## config.mk

```make
export PLATFORM = sky130hd
export DESIGN_NAME = uart_rx_loader
export DESIGN_NICKNAME = d
export VERILOG_FILES = /design/src/rtl/uart_rx_loader_pkg.sv /design/src/rtl/uart_rx_loader.sv
export SDC_FILE = /design/constraint.sdc
export NUM_CORES = 1
export LEC_CHECK = 0
export ABC_AREA = 1
export CORE_MARGIN = 2
export CORE_UTILIZATION = 42
export CTS_CLUSTER_DIAMETER = 40
export DETAILED_ROUTE_END_ITERATION = 10
export GPL_TIMING_DRIVEN = 1
export PLACE_DENSITY_LB_ADDON = 0.15
export SYNTH_ARGS = -nofsm -noshare
export SYNTH_HDL_FRONTEND = slang
export SYNTH_SLANG_ARGS = --single-unit
```

## constraint.sdc

```tcl
create_clock -name clk -period 3.1 [get_ports clk]
set_input_delay 0.93 -clock clk [delete_from_list [all_inputs] [get_ports clk]]
set_output_delay 0.93 -clock clk [all_outputs]
set_load 0.1 [all_outputs]
```

## src/rtl/uart_rx_loader_pkg.sv

```systemverilog
// Shared UART loader definitions: FSM states, abort causes and byte-lane packing.
package uart_rx_loader_pkg;

  typedef enum logic [2:0] {
    ST_IDLE,
    ST_LEN,
    ST_DATA,
    ST_WRITE,
    ST_DONE,
    ST_ERR
  } type_uart_ldr_states_e;

  typedef enum logic [2:0] {
    ERR_NONE    = 3'd0,
    ERR_FRAME   = 3'd1,
    ERR_OVERRUN = 3'd2,
    ERR_TIMEOUT = 3'd3,
    ERR_LENGTH  = 3'd4
  } type_uart_ldr_err_e;

  // Little-endian packing: lane 0 lands in bits 7:0.
  function automatic logic [31:0] lane_insert(input logic [31:0] w, input logic [1:0] lane,
                                              input logic [7:0] b);
    logic [31:0] r;
    r = w;
    case (lane)
      2'd0:    r[7:0]   = b;
      2'd1:    r[15:8]  = b;
      2'd2:    r[23:16] = b;
      default: r[31:24] = b;
    endcase
    return r;
  endfunction

endpackage

```

## src/rtl/uart_rx_loader.sv

```systemverilog
// UART boot loader: reads a 32-bit little-endian word count, then streams that many
// little-endian words from the UART into memory with a simple we/ready handshake.
module uart_rx_loader
  import uart_rx_loader_pkg::*;
#(
  parameter logic [31:0] BASE_ADDR = 32'h0000_0000,
  parameter int unsigned MAX_WORDS = 4096,
  parameter int unsigned TIMEOUT   = 1_000_000
) (
  input  logic        clk,
  input  logic        rst_n,
  input  logic        start_i,
  input  logic [7:0]  rx_data_i,
  input  logic        rx_valid_i,
  input  logic        rx_frame_err_i,
  output logic [31:0] mem_addr_o,
  output logic [31:0] mem_wdata_o,
  output logic        mem_we_o,
  input  logic        mem_ready_i,
  output logic        busy_o,
  output logic        done_o,
  output logic        err_o,
  output logic [2:0]  err_code_o,
  output logic [31:0] words_o
);

  localparam logic [31:0] MAX_W    = 32'(MAX_WORDS);
  localparam logic [31:0] GAP_LAST = 32'(TIMEOUT - 1);

  type_uart_ldr_states_e state_q, state_d;
  type_uart_ldr_err_e    err_q, err_d;
  logic [31:0] len_q, len_d;
  logic [1:0]  lcnt_q, lcnt_d;
  logic [1:0]  lane_q, lane_d;
  logic [31:0] wdata_q, wdata_d;
  logic [31:0] addr_q, addr_d;
  logic [31:0] words_q, words_d;
  logic [31:0] gap_q, gap_d;
  logic        we_q, we_d;

  logic [31:0] len_new;
  logic [31:0] words_inc;
  logic        gap_hit;

  assign len_new   = {rx_data_i, len_q[31:8]};
  assign words_inc = words_q + 32'd1;
  assign gap_hit   = (gap_q >= GAP_LAST);

  always_comb begin
    state_d = state_q;
    err_d   = err_q;
    len_d   = len_q;
    lcnt_d  = lcnt_q;
    lane_d  = lane_q;
    wdata_d = wdata_q;
    addr_d  = addr_q;
    words_d = words_q;
    gap_d   = gap_q;
    we_d    = we_q;
    case (state_q)
      ST_IDLE, ST_DONE, ST_ERR: begin
        if (start_i) begin
          state_d = ST_LEN;
          err_d   = ERR_NONE;
          len_d   = '0;
          lcnt_d  = '0;
          lane_d  = '0;
          addr_d  = BASE_ADDR;
          words_d = '0;
          gap_d   = '0;
        end
      end
      ST_LEN: begin
        if (rx_frame_err_i) begin
          state_d = ST_ERR;
          err_d   = ERR_FRAME;
        end else if (rx_valid_i) begin
          len_d  = len_new;
          lcnt_d = lcnt_q + 2'd1;
          gap_d  = '0;
          if (lcnt_q == 2'd3) begin
            if (len_new == 32'd0) state_d = ST_DONE;
            else if (len_new > MAX_W) begin
              state_d = ST_ERR;
              err_d   = ERR_LENGTH;
            end else state_d = ST_DATA;
          end
        end else if (gap_hit) begin
          state_d = ST_ERR;
          err_d   = ERR_TIMEOUT;
        end else gap_d = gap_q + 32'd1;
      end
      ST_DATA: begin
        if (rx_frame_err_i) begin
          state_d = ST_ERR;
          err_d   = ERR_FRAME;
        end else if (rx_valid_i) begin
          wdata_d = lane_insert(wdata_q, lane_q, rx_data_i);
          lane_d  = lane_q + 2'd1;
          gap_d   = '0;
          if (lane_q == 2'd3) begin
            state_d = ST_WRITE;
            we_d    = 1'b1;
          end
        end else if (gap_hit) begin
          state_d = ST_ERR;
          err_d   = ERR_TIMEOUT;
        end else gap_d = gap_q + 32'd1;
      end
      ST_WRITE: begin
        // Gap counter is frozen here; a byte is only legal alongside the handshake.
        if (rx_frame_err_i) begin
          state_d = ST_ERR;
          err_d   = ERR_FRAME;
          we_d    = 1'b0;
        end else if (mem_ready_i) begin
          we_d    = 1'b0;
          words_d = words_inc;
          addr_d  = addr_q + 32'd4;
          if (words_inc == len_q) state_d = ST_DONE;
          else begin
            state_d = ST_DATA;
            lane_d  = 2'd0;
            if (rx_valid_i) begin
              wdata_d = lane_insert(wdata_q, 2'd0, rx_data_i);
              lane_d  = 2'd1;
              gap_d   = '0;
            end
          end
        end else if (rx_valid_i) begin
          state_d = ST_ERR;
          err_d   = ERR_OVERRUN;
          we_d    = 1'b0;
        end
      end
      default: state_d = ST_IDLE;
    endcase
  end

  always_ff @(posedge clk or negedge rst_n) begin
    if (!rst_n) begin
      state_q <= ST_IDLE;
      err_q   <= ERR_NONE;
      len_q   <= '0;
      lcnt_q  <= '0;
      lane_q  <= '0;
      wdata_q <= '0;
      addr_q  <= BASE_ADDR;
      words_q <= '0;
      gap_q   <= '0;
      we_q    <= 1'b0;
    end else begin
      state_q <= state_d;
      err_q   <= err_d;
      len_q   <= len_d;
      lcnt_q  <= lcnt_d;
      lane_q  <= lane_d;
      wdata_q <= wdata_d;
      addr_q  <= addr_d;
      words_q <= words_d;
      gap_q   <= gap_d;
      we_q    <= we_d;
    end
  end

  assign mem_addr_o  = addr_q;
  assign mem_wdata_o = wdata_q;
  assign mem_we_o    = we_q;
  assign busy_o      = (state_q == ST_LEN) || (state_q == ST_DATA) || (state_q == ST_WRITE);
  assign done_o      = (state_q == ST_DONE);
  assign err_o       = (state_q == ST_ERR);
  assign err_code_o  = err_q;
  assign words_o     = words_q;

endmodule

```

### Word level (Yosys, flattened, before mapping)

Index checks and enable logic that the tools add are counted.

| word-level totals | value |
|---|---|
| word-level logic and storage cells | 154 |
| bits of input ports | 14 |
| register bits | 171 |

| operators by class | value |
|---|---|
| mux-type cells | 75 |
| reductions and logical operators | 25 |
| equal/unequal tests | 31 |
| order comparisons | 2 |
| add/sub/neg operators | 5 |
| bitwise operators | 3 |

Operators by type and width:

| operator | number |
|---|---|
| $mux 32 | 16 |
| $pmux 32 s2 | 4 |
| $pmux 32 s3 | 1 |
| $mux 3 | 26 |
| $add 32x1->32 const B | 2 |
| $mux 8 | 8 |
| $add 32x3->32 const B | 1 |
| $eq 32x32->1 | 1 |
| $ge 32x20->1 const B | 1 |
| $gt 32x13->1 const B | 1 |
| $logic_not 32->1 | 1 |
| $pmux 3 s4 | 2 |
| $reduce_and 8->1 | 3 |
| $ne 2x2->1 const B | 11 |
| $ne 4x4->1 const B | 5 |
| $reduce_and 5->1 | 4 |
| $mux 2 | 8 |
| $ne 3x3->1 const B | 4 |
| $reduce_and 4->1 | 3 |
| $mux 1 | 7 |
| $reduce_and 7->1 | 1 |
| $eq 2x2->1 const B | 3 |
| $eq 3x2->1 const B | 2 |
| $eq 3x3->1 const B | 2 |
| 16 further kinds | 24 |

### Depth between registers and ports, before layout

| logic depth | value |
|---|---|
| depth after elaboration | 7 |
| gate-level depth with buffers | 18 |
| depth with buffers taken out | 18 |

### Worst setup path before layout

No wires, ideal clock.

| timing path | value |
|---|---|
| path kind | register to output |
| start | register state_q[2] |
| end | output port err_o |
| slack | -341 ps |
| cell stages (with the launch flop) | 3 |
| arrival time | 2511 ps |
| data required time | 2170 ps |
| cells stage by stage | dfrtp_1 -> inv_1 -> nor3_1 |

| between the ends | value |
|---|---|
| word-level cells in the longest chain between the ends | 1 |

Ends and longest elaborated chain:

| item | RTL line | source |
|---|---|---|
| from (decl) | uart_rx_loader.sv:30 | `type_uart_ldr_states_e state_q, state_d;` |
| from (signal assigned) | uart_rx_loader.sv:153 | `state_q <= state_d;` |
| $eq 3x3->1 | uart_rx_loader.sv:171 | `assign err_o = (state_q == ST_ERR);` |
| to (decl) | uart_rx_loader.sv:22 | `output logic err_o,` |

No other way between the ends.

### Worst setup path after layout

| timing path | value |
|---|---|
| start | register words_q[1] (netlist: words_o[1]) |
| end | register wdata_q[1] (netlist: mem_wdata_o[1]) |

| between the ends | value |
|---|---|
| word-level cells in the longest chain between the ends | 4 |

Ends and longest elaborated chain:

| item | RTL line | source |
|---|---|---|
| from (decl) | uart_rx_loader.sv:37 | `logic [31:0] words_q, words_d;` |
| from (signal assigned) | uart_rx_loader.sv:160 | `words_q <= words_d;` |
| $add 32x1->32 | uart_rx_loader.sv:46 | `assign words_inc = words_q + 32'd1;` |
| $eq 32x32->1 | uart_rx_loader.sv:120 | `if (words_inc == len_q) state_d = ST_DONE;` |
| $ne 2x2->1 (no line) | - |  |
| $reduce_and 8->1 (no line) | - |  |
| to (signal assigned) | uart_rx_loader.sv:158 | `wdata_q <= wdata_d;` |
| to (decl) | uart_rx_loader.sv:35 | `logic [31:0] wdata_q, wdata_d;` |

No other way between the ends.
A chain may end at the register's enable or synchronous reset.

==> impl_metrics.ini <==
[timing]
relSlewSlack = 0.602
finalSetupViolations = 0
rsz0062_at_grt = false
tns_ns = 0
max_freq_mhz = 346
drv_slew = 0
whs_ns = 0.422
min_period_over_period = 0.933
fin_crit_ns = 2.89
final-hold-violation-count = 0
clock-skew-final_ns = 0.0116
worst-slew-pin-transition_ns = 0.597

[setup_path]
crit_chain = ha_1 > nand2_1 > nor2_4 > nand3_1 > o21ai_1 > and2_1 > nor2_1 > nor2_1 > nand2_1 > nor2_1 > nand4_4 > buf_8 > nand2_2 > nand2_1 > nand2_1
cp-end-kind = register
crit_buf_inv = 1
crit_top_cell = nand2_1
r2r_cells = 15
crit_fanout = 25
critPathTopFamily = simple AND/OR/NAND/NOR gates
cp_slowest_cell = dfrtp_1
crit_path_start_kind = register
reg2reg_from = words_o[1]$_DFFE_PN0P_
crit_type = register to register
slowest_delay_ns = 0.42
worst_ep_arrival_time_ns = 3.26
rrSetupSlack_ns = 0.21
regToRegEndpoint = mem_wdata_o[1]$_DFFE_PN0P_
worstPathRequired_ns = 3.47

[routing]
drt_wl_total_um = 27400
post_drt_via_cell_ratio = 5.29
drc = 0
num_vias = 9213
drt_pass1_iterations = 6
dr.first_iter.drc_count = 753
final_antenna_net_count = 0
wl_per_cell_um = 15.7

[floorplanning]
die_w_um = 154
start_util = 0.430
core.rowCount = 54
core-area_sq_mm = 0.0220
ios = 117
dieArea_sq_mm = 0.0237
fp.dieH_um = 154

[power_and_ir_drop]
sw_frac_of_total = 0.437
internal_power_w = 0.00434
p_leak_nw = 5.42
p_switching_w = 0.00336
p_per_area_mw_per_mm2 = 664
ir_drop_mv = 0.523
seqPwrFrac = 0.334
p_total_w = 0.00770
power.share.clock = 0.297
comb_power_share = 0.369

[synthesis]
yosys.area_share.adder = 0.0106
yosysUniqueCellTypes = 45
synth_area_sq_mm = 0.00945
syn_inst = 1305
synthSimpleGateAreaFrac = 0.335
syn_avg_cell_area_sq_um = 7.24
ys_seq_area_frac = 0.448
synth-xor-area-share = 0.0237
synthMuxAreaShare = 0.00106
synth_top_family_by_area = simple AND/OR/NAND/NOR gates
yosys_warnings = 0
synth_compound_area_frac = 0.0981
ys_ff_latch = 169

[clock_tree]
htreeDepth = 4
cts-root-buf = clkbuf_16
cts_hold_buf = 0
clkSinkCount = 169
cts_buffers = 17
cts_tree = done
clock_path_buffers = 2
insertion_delay_ns = 0.44
path_clk_slew_ns = 0.08

[status]
status = finished, final reports clean

[global_routing]
gr-total-overflow = 0
antenna_found_initial = 0
grt_pass1_vias = 8708
grtUsageTotal = 0.235
grt_max_degree = 72
grt_pass1_wl_um = 45100

[finish]
final_common_cell = nand2_1
fin_cells = 1742
syn2layout_area_growth_pct = 22.7
antenna_cells = 0
most-common-layout-cells = nand2_1 (370), dfrtp_1 (169), inv_1 (167)
drive_gt1_frac = 0.141
utilization = 0.528
fillCellCount = 2128
fin_nets = 1471

[placed_design]
placed_cells_incl_taps = 1709
hpwl_um = 20300
numPortBuffers = 114
gp_congestion = 0.916

[flow_run]
max_cap_violations = 0

[min_path]
min_path_type = input port to asynchronous set/reset pin
## worst reg2reg max path: cells and delay by family, from the launching register on
family	cells	cell delay (ns)
AOI/OAI and AO/OA	1	0.22
adders and majority gates	1	0.20
buffers and inverters	1	0.22
DFF	1	0.42
and+or+nand+nor	12	1.78
## Yosys cell counts (all sizes together)
library cell	number	area, sq um
ha	8	100
nand3	116	581
nor3b	6	45.0
a21oi	23	115
a221oi	1	8.76
o221a	1	11.3
nor2	158	641
nand3b	2	15.0
clkinv	1	3.75
nor3	34	175
conb	1	3.75
xor2	21	184
or2	2	12.5
mux2i	1	10.0
nor4	9	56.3
o21ai	70	350
dfrtp	169	4230
inv	170	638
nand2	374	1410
xnor3	1	22.5
a211oi	2	15.0
xnor2	2	17.5
a31oi	4	25.0
nand4	34	219
o2111ai	1	8.76
o21a	1	7.51
clkbuf	19	72.6
o22ai	52	325
a21boi	1	7.51
a22oi	1	7.51
o31ai	5	37.5
buf	12	73.8
and2	2	12.5
o211ai	1	7.51
## worst max-delay path by stage
| stage | slack [ns] | to | cells after the start | startpoint |
|---|---|---|---|---|
| finish | 0.21 | mem_wdata_o[1]$_DFFE_PN0P_ | 15 | words_o[1]$_DFFE_PN0P_ |
| global route | 0.05 | mem_wdata_o[7]$_DFFE_PN0P_ | 19 | words_o[1]$_DFFE_PN0P_ |
| CTS | 0.13 | mem_wdata_o[1]$_DFFE_PN0P_ | 17 | words_o[1]$_DFFE_PN0P_ |
| detailed placement | 0.01 | mem_addr_o[25]$_DFFE_PN0P_ | 14 | rx_frame_err_i |
| global placement | 0.09 | mem_addr_o[25]$_DFFE_PN0P_ | 14 | rx_frame_err_i |
| floorplan | 0.005 | lane_q[1]$_DFFE_PN0P_ | 15 | words_o[0]$_DFFE_PN0P_ |
## metal layers
layer / vias to the layer above / part of all wire / GRT usage
met5: - / 0 / 0
li1: 4555 / - / -
met3: 32 / 0.049 / 0.0375
met4: 0 / 0.015 / 0.0641
met2: 258 / 0.46 / 0.374
met1: 4368 / 0.47 / 0.334
## sequential cells by signal (all words and copies together), names as in the netlist
signal,cells
mem_addr_o,30
lane_q,2
words_o,32
gap_q,32
lcnt_q,2
err_code_o,3
mem_wdata_o,32
len_q,32
mem_we_o,1
state_q,3
## kinds of logic after synthesis
kind of cell / after synthesis
simple gates: 737
flops: 169
fa+ha+maj: 8
xor+xnor: 24
compound gates: 163
buf+inv: 202
mux: 1
other cells: 1
## power by group through the flow
stage	clock (W)	sequential, W	combinational [W]
floorplan	0	0.00339	0.00117
global placement	0	0.00261	0.00280
detailed placement	0	0.00261	0.00280
CTS	0.00232	0.00257	0.00282
global route	0.00241	0.00260	0.00302
finish	0.00229	0.00257	0.00284
## through the flow
step / cell area [sq um] / worst slack (ns)
floorplan: 9460 / 0.00490
global placement: 10900 / 0.0894
detailed placement: 10900 / 0.0105
CTS: 11600 / 0.126
global route: 11600 / 0.0504
finish: 11600 / 0.207
## timing repair
action	CTS	global route
setup buffers	0	1
endpoints found under the setup margin	0	36
resized for setup	0	7
## layout make-up
class                           instances  area, sq um  share of cell area
Clock inverter                         15          203              0.0175
Sequential cell                       169         4230               0.365
Inverter                              171          642              0.0554
Timing Repair Buffer                  155         1270               0.109
Tap cell                              280          350              0.0302
Multi-Input combinational cell        935         4480               0.386
Clock buffer                           17          425              0.0367
Power figures use the tool's default switching activity.
